$ cat config.mk
export PLATFORM = sky130hd
export DESIGN_NAME = prog_load_ctrl
export DESIGN_NICKNAME = d
export VERILOG_FILES = /design/src/rtl/proj_pkg.sv /design/src/rtl/clr_hold_cnt.sv /design/src/rtl/prog_load_ctrl.sv
export SDC_FILE = /design/constraint.sdc
export NUM_CORES = 1
export LEC_CHECK = 0
export ABC_AREA = 1
export CAP_MARGIN = 20
export CORE_MARGIN = 2
export CORE_UTILIZATION = 49
export DETAILED_ROUTE_END_ITERATION = 8
export GPL_TIMING_DRIVEN = 0
export PLACE_DENSITY_LB_ADDON = 0.3
export SLEW_MARGIN = 10
export SYNTH_ARGS = -nofsm -noshare
export SYNTH_HDL_FRONTEND = slang
export SYNTH_SLANG_ARGS = --single-unit
$ cat constraint.sdc
create_clock -name clk -period 2.6 [get_ports clk]
set_input_delay 0.65 -clock clk [delete_from_list [all_inputs] [get_ports clk]]
set_output_delay 0.65 -clock clk [all_outputs]
set_load 0.05 [all_outputs]
$ cat src/rtl/proj_pkg.sv
// Shared FSM encoding and default sizing for the program loader.
// Pure declarations: no latency or backpressure of its own.
package proj_pkg;

  localparam int DEF_ADDR_W     = 8;
  localparam int DEF_DATA_W     = 32;
  localparam int DEF_CLR_CYCLES = 2;

  typedef enum logic [2:0] {
    ST_IDLE,
    ST_WIPE,
    ST_LOAD,
    ST_CORE_RST,
    ST_RUN,
    ST_HALTED
  } state_t;

  // A new session may only be launched from a quiescent state.
  function automatic logic can_start(input state_t s);
    return (s == ST_IDLE) || (s == ST_HALTED);
  endfunction

endpackage

$ cat src/rtl/clr_hold_cnt.sv
// Down-counter that times the core reset window; loaded with CYCLES-1.
// last is combinational from the count; no backpressure.
module clr_hold_cnt #(
  parameter int CYCLES = 2
) (
  input  logic clk,
  input  logic clr,
  input  logic load,
  input  logic dec,
  output logic last
);

  localparam int CW = (CYCLES > 1) ? $clog2(CYCLES) : 1;
  localparam logic [CW-1:0] INIT = CW'(CYCLES - 1);

  logic [CW-1:0] cnt;

  always_ff @(posedge clk or posedge clr) begin
    if (clr) begin
      cnt <= '0;
    end else if (load) begin
      cnt <= INIT;
    end else if (dec && (cnt != '0)) begin
      cnt <= cnt - CW'(1);
    end
  end

  assign last = (cnt == '0);

endmodule

$ cat src/rtl/prog_load_ctrl.sv
// Session controller: wipe program memory, stream len words in, pulse core reset, run until halt.
// Writes appear one cycle after acceptance; in_ready throttles the loader, in_valid gaps stall it.
module prog_load_ctrl
  import proj_pkg::*;
#(
  parameter int ADDR_W     = DEF_ADDR_W,
  parameter int DATA_W     = DEF_DATA_W,
  parameter int CLR_CYCLES = DEF_CLR_CYCLES
) (
  input  logic              clk,
  input  logic              clr,
  input  logic              start,
  input  logic [ADDR_W:0]   len,
  input  logic              in_valid,
  input  logic [DATA_W-1:0] in_data,
  output logic              in_ready,
  input  logic              halt_req,
  output logic              prog_w,
  output logic [ADDR_W-1:0] prog_addr,
  output logic [DATA_W-1:0] prog_data,
  output logic              core_clr,
  output logic              core_run,
  output logic              busy,
  output logic              done,
  output logic              err
);

  localparam logic [ADDR_W:0] DEPTH     = {1'b1, {ADDR_W{1'b0}}};
  localparam logic [ADDR_W:0] ONE       = {{ADDR_W{1'b0}}, 1'b1};
  localparam logic [ADDR_W:0] LAST_ADDR = DEPTH - ONE;

  state_t          state;
  logic [ADDR_W:0] cnt;
  logic [ADDR_W:0] len_q;

  logic len_ok;
  logic start_ok;
  logic start_bad;
  logic accept;
  logic last_accept;
  logic hold_last;

  assign len_ok      = (len != '0) && (len <= DEPTH);
  assign start_ok    = start && can_start(state) && len_ok;
  assign start_bad   = start && can_start(state) && !len_ok;
  assign in_ready    = (state == ST_LOAD) && (cnt < len_q);
  assign accept      = in_ready && in_valid;
  assign last_accept = accept && (cnt == (len_q - ONE));

  clr_hold_cnt #(
    .CYCLES (CLR_CYCLES)
  ) u_clr_hold (
    .clk  (clk),
    .clr  (clr),
    .load (last_accept),
    .dec  (state == ST_CORE_RST),
    .last (hold_last)
  );

  // Outputs are assigned alongside the state transition so they line up with the state they describe.
  always_ff @(posedge clk or posedge clr) begin
    if (clr) begin
      state     <= ST_IDLE;
      cnt       <= '0;
      len_q     <= '0;
      prog_w    <= 1'b0;
      prog_addr <= '0;
      prog_data <= '0;
      core_clr  <= 1'b1;
      core_run  <= 1'b0;
      busy      <= 1'b0;
      done      <= 1'b0;
      err       <= 1'b0;
    end else begin
      prog_w <= 1'b0;
      err    <= 1'b0;
      case (state)
        ST_IDLE, ST_HALTED: begin
          if (start_ok) begin
            len_q    <= len;
            cnt      <= '0;
            state    <= ST_WIPE;
            busy     <= 1'b1;
            done     <= 1'b0;
            core_clr <= 1'b0;
          end else if (start_bad) begin
            err <= 1'b1;
          end
        end

        ST_WIPE: begin
          prog_w    <= 1'b1;
          prog_addr <= cnt[ADDR_W-1:0];
          prog_data <= '0;
          if (cnt == LAST_ADDR) begin
            cnt   <= '0;
            state <= ST_LOAD;
          end else begin
            cnt <= cnt + ONE;
          end
        end

        ST_LOAD: begin
          if (accept) begin
            prog_w    <= 1'b1;
            prog_addr <= cnt[ADDR_W-1:0];
            prog_data <= in_data;
            cnt       <= cnt + ONE;
            if (last_accept) begin
              state    <= ST_CORE_RST;
              core_clr <= 1'b1;
            end
          end
        end

        ST_CORE_RST: begin
          if (hold_last) begin
            state    <= ST_RUN;
            core_clr <= 1'b0;
            core_run <= 1'b1;
          end
        end

        ST_RUN: begin
          if (halt_req) begin
            state    <= ST_HALTED;
            core_run <= 1'b0;
            busy     <= 1'b0;
            done     <= 1'b1;
          end
        end

        default: begin
          state    <= ST_IDLE;
          core_clr <= 1'b1;
          core_run <= 1'b0;
          busy     <= 1'b0;
          done     <= 1'b0;
        end
      endcase
    end
  end

endmodule
== Word level (Yosys, flattened, before mapping) ==
Index checks and enable logic that the tools add are counted.
Storage, ports and cells
  register bits: 68
  input port bits: 46
  output and inout bits: 47
  logic and storage cells: 93
Cells by class
  $add $sub $neg: 3
  $lt $le $gt $ge: 2
  equality and inequality tests: 13
  muxes and demuxes: 34
  bitwise logic cells: 3
  reduce and logical (&&, ||, !) cells: 26
Operators with widths (number)
  32-bit one-hot mux with 2 select lines: 1
  32-bit two-way mux: 1
  9-bit two-way mux: 3
  9-bit one-hot mux with 3 select lines: 1
  3-bit two-way mux: 6
  8-bit one-hot mux with 2 select lines: 1
  3-bit one-hot mux with 5 select lines: 1
  1-bit two-way mux: 14
  2-bit != test, second input constant: 6
  9-bit by 1-bit adder with 9-bit output, second input constant: 1
  9-bit by 8-bit == test with 1-bit output, second input constant: 1
  9-bit == test: 1
  9-bit less-or-equal comparator, second input constant: 1
  9-bit < comparator: 1
  1-bit one-hot mux with 3 select lines: 3
  3-bit AND reduction: 3
  9-bit nonzero test: 1
  9-bit by 1-bit subtractor with 9-bit output, second input constant: 1
  1-bit logical AND: 8
  8-bit two-way mux: 1
  3-bit by 2-bit == test with 1-bit output, second input constant: 2
  3-bit == test, second input constant: 2
  6-bit AND reduction: 1
  5-bit AND reduction: 1
  14 further kinds: 19

== Logic depth before layout (Yosys ltp) ==
  depth after elaboration: 7
  mapped depth: 16
  gate-level depth less buffers: 15

== Modules after synthesis ==
Synthesis repeated with hierarchy kept, for this count alone.
Unflattened totals
  cells, all modules: 473
  area total of the unflattened synthesis: 3804.9 sq um
Modules (own cells, without submodules)
  prog_load_ctrl: instances 1, cells each 466, area an instance 3757.4 sq um, seq. area each 1677.9 sq um
  clr_hold_cnt: instances 1, cells each 7, area an instance 47.5 sq um, seq. area each 25.0 sq um

== Least setup slack after synthesis ==
Ideal clock, no wire load.
  path kind: register to output
  from: reg cnt[8]
  to: out in_ready
  arrival time: 1.743 ns
  data required time: 1.950 ns
  slack: 0.207 ns
  cell stages (with the launch flop): 8
  buffers on the path: 0
  path through: dfrtp_1 ha_1 nand2_1 inv_1 nand2_1 nand2_1 nand3b_1 nor2_1
On the way
  word-level cells in the longest chain between the ends: 2
Ends and longest elaborated chain
  from (decl): RTL line prog_load_ctrl.sv:33  | logic [ADDR_W:0] cnt;
  from (signal assigned): RTL line prog_load_ctrl.sv:99  | cnt <= cnt + ONE;
  from (signal assigned): RTL line prog_load_ctrl.sv:108  | cnt <= cnt + ONE;
  9-bit < comparator: RTL line prog_load_ctrl.sv:46  | assign in_ready = (state == ST_LOAD) && (cnt < len_q);
  1-bit logical AND: RTL line prog_load_ctrl.sv:46
  to (decl): RTL line prog_load_ctrl.sv:16  | output logic in_ready,
Every way passes these cells.

== Worst setup path after layout ==
  from: reg len_q[8]
  to: out in_ready
On the way
  word-level cells in the longest chain between the ends: 2
Ends and longest elaborated chain
  from (decl): RTL line prog_load_ctrl.sv:34  | logic [ADDR_W:0] len_q;
  from (signal assigned): RTL line prog_load_ctrl.sv:80  | len_q <= len;
  9-bit < comparator: RTL line prog_load_ctrl.sv:46
  1-bit logical AND: RTL line prog_load_ctrl.sv:46
Every way passes these cells.

==> metrics.yaml <==
status: "complete, no violations"
r2r_cells: 11
synth-simple-area-share_pct: 31.92
peakVddDrop_mv: 0.9677
slew_violations: 0
cap_viol_max_count: 0
endpoint: "in_ready"
postRouteAntennaNets: 0
n_fill_cell: 560
area_growth_pct: 41.60
crit_type: "register to output port"
syn_nets: 516
wirelength_um: 10190
synth_ff_type: "dfrtp_1"
skew_ns: 0.01083
relSlewSlack_pct: 64.11
hold_viol_final: 0
p_leak_nw: 2.493
hold_path.class: "register to register"
power-per-cell-area_nw_per_um2: 1375
wl_per_cell_um: 14.85
drtPass1Iterations: 5
fin_util_pct: 71.31
ios: 93
hpwl_um: 7026
min_period_ns: 2.596
ys_top_cells_by_area: "dfrtp_1, nand2_1, nand3_1"
synth_top_family_by_area: "simple AND/OR/NAND/NOR gates"
seqCellArea_um2: 1707
fin_tns_setup_ns: 0
portBuffers: 92
vias: 3689
drive_above_1_share_pct: 15.50
crit_start: "len_q[8]"
clockBufferDepth: 2
cts_sinks: 68
grt_max_degree: 47
startpoint_type: "register"
fin_hold_ws_ns: 0.4637
place_congestion: 0.8600
synth.avg_cell_area_um2: 7.951
drt-initial-drc-count: 257
mostFrequentLayoutCells: "nand2_1, clkdlybuf4s50_1, nand3_1"
setup_slack_ns: 0.004329
cts_made_buffers: 9
final_common_cell: "nand2_1"
synth_area_leader_cell: "dfrtp_1"
worstPathRequired_ns: 1.95
rows: 31
clkLatencyLatePin_ns: 0.35
multi_input_area_um2: 1732
r2r-start: "len_q[8]"
grt_pass1_wl_um: 16370
antenna_found_initial: 0
fin_crit_sh_pct: 99.83
die_x_um: 90.11
reg2reg_to: "prog_data[26]"
drc: 0
finalSetupViolations: 0
r2r_slack_ns: 0.27
synth_top_area_share_pct: 46.14
yosys.area_share.xor_xnor_pct: 1.653
synth_mux_area_share_pct: 0.3099
vias_per_cell: 5.378
synth_compound_area_share_pct: 7.300
grt_overflow: 0
finalNonFillerCells: 686
core-area_um2: 7214
cts-root-buf: "clkbuf_8"
synth-edff-count: 0
final_nets: 641
cp_max_fo: 3
worst_pin_slew_ns: 0.5367
ys_warn_count: 0
cts_tree: "yes"
synthArstFlopShare_pct: 100.0
synth_fa_ha_area_share_pct: 4.477
clkTransAtPathRegs_ns: 0.08
ys_ff_latch: 68
start_util_pct: 50.36
ys_seq_area_share_pct: 46.87
placed_cells: 649
die-area_um2: 8120
crit_path_end_kind: "output port"
syn_inst: 457
yosys.cell_types.count: 34
max_clock_freq_mhz: 385.3
place_ws_ns: -0.2280
worstPathArrival_ns: 1.95
cts.htree.levels: 3
die_y_um: 90.11
synthesis.area_um2: 3633
diodes: 0
track_usage_pct: 24.52
grt_pass1_vias: 3554
critical path, stage by stage, from the launching register on:
cell	delay, ns
dfrtp_1	0.42
inv_2	0.07
ha_4	0.27
nand2_2	0.06
nor2_2	0.20
nand3b_1	0.17
nand3b_1	0.17
nor2_2	0.07
buf_6	0.16
sequential cells by signal, indices dropped and copies added, names as in the netlist:
| signal | flops |
|---|---|
| prog_w | 1 |
| len_q | 9 |
| prog_addr | 8 |
| done | 1 |
| u_clr_hold.cnt | 1 |
| state | 3 |
| prog_data | 32 |
| core_clr | 1 |
| err | 1 |
| busy | 1 |
| cnt | 9 |
| core_run | 1 |
metrics by stage:
step                      area [um^2]  total power [mW]
after floorplan                  3633             4.652
after global placement           4678             5.804
after detailed placement         4708             5.918
after CTS                        4921             6.854
after global routing             5145             7.511
final                            5145             7.073
cell usage after synthesis (4+ instances only):
| cell | instances |
|---|---|
| nand2_1 | 114 |
| nand3_1 | 82 |
| dfrtp_1 | 67 |
| inv_1 | 38 |
| nor2_1 | 37 |
| o21ai_0 | 18 |
| a21oi_1 | 17 |
| ha_1 | 13 |
| nand4_1 | 7 |
| nor3_1 | 7 |
| clkbuf_1 | 6 |
| nand2_2 | 6 |
| o21ai_2 | 6 |
| inv_2 | 4 |
| xor2_1 | 4 |
final cells by class:
class	count	share of cell area [%]
Inverter	44	3.332
Timing Repair Buffer	114	21.52
Multi-Input combinational cell	328	33.66
Tap cell	99	2.408
Clock buffer	9	2.408
Buffer	17	2.043
Clock inverter	7	1.459
Sequential cell	68	33.17
cell families after synthesis:
family,count (synthesis)
XOR/XNOR,6
AO/OA/AOI/OAI,47
flip-flops,68
adder cells (fa/ha/maj),13
AND/OR/NAND/NOR,261
buffers and inverters,61
multiplexers,1
worst min path at each step:
stage / slack [ns] / to / depth (start not counted) / startpoint
floorplan: 0.45 / u_clr_hold.cnt / 2 / u_clr_hold.cnt
global placement: 0.45 / core_clr / 2 / core_clr
detailed placement: 0.46 / core_clr / 2 / core_clr
CTS: 0.47 / core_clr / 2 / core_clr
global route: 0.49 / core_clr / 2 / core_clr
finish: 0.46 / core_clr / 2 / core_clr
per-layer routing:
| metal | GRT usage (%) | vias up | wire length, um |
|---|---|---|---|
| met5 | 0 | - | 0 |
| met4 | 10.00 | 0 | 337 |
| met3 | 3.940 | 39 | 522 |
| met2 | 42.42 | 140 | 5155 |
| met1 | 30.61 | 1765 | 4169 |
| li1 | - | 1745 | - |
repair_timing:
item                                    4_1_cts  5_1_grt
endpoints found under the hold margin         0        0
buffers inserted                              1       20
hold buffers                                  0        0
gates resized for setup                       9       15
pin swaps                                     0        2
endpoints found under the setup margin        1        1
report_power, final:
part,switching (mW),internal (mW)
clock network,0.447,0.450
registers,0.289,1.51
logic,2.89,1.49
total,3.62,3.45
Power figures use the tool's default switching activity.
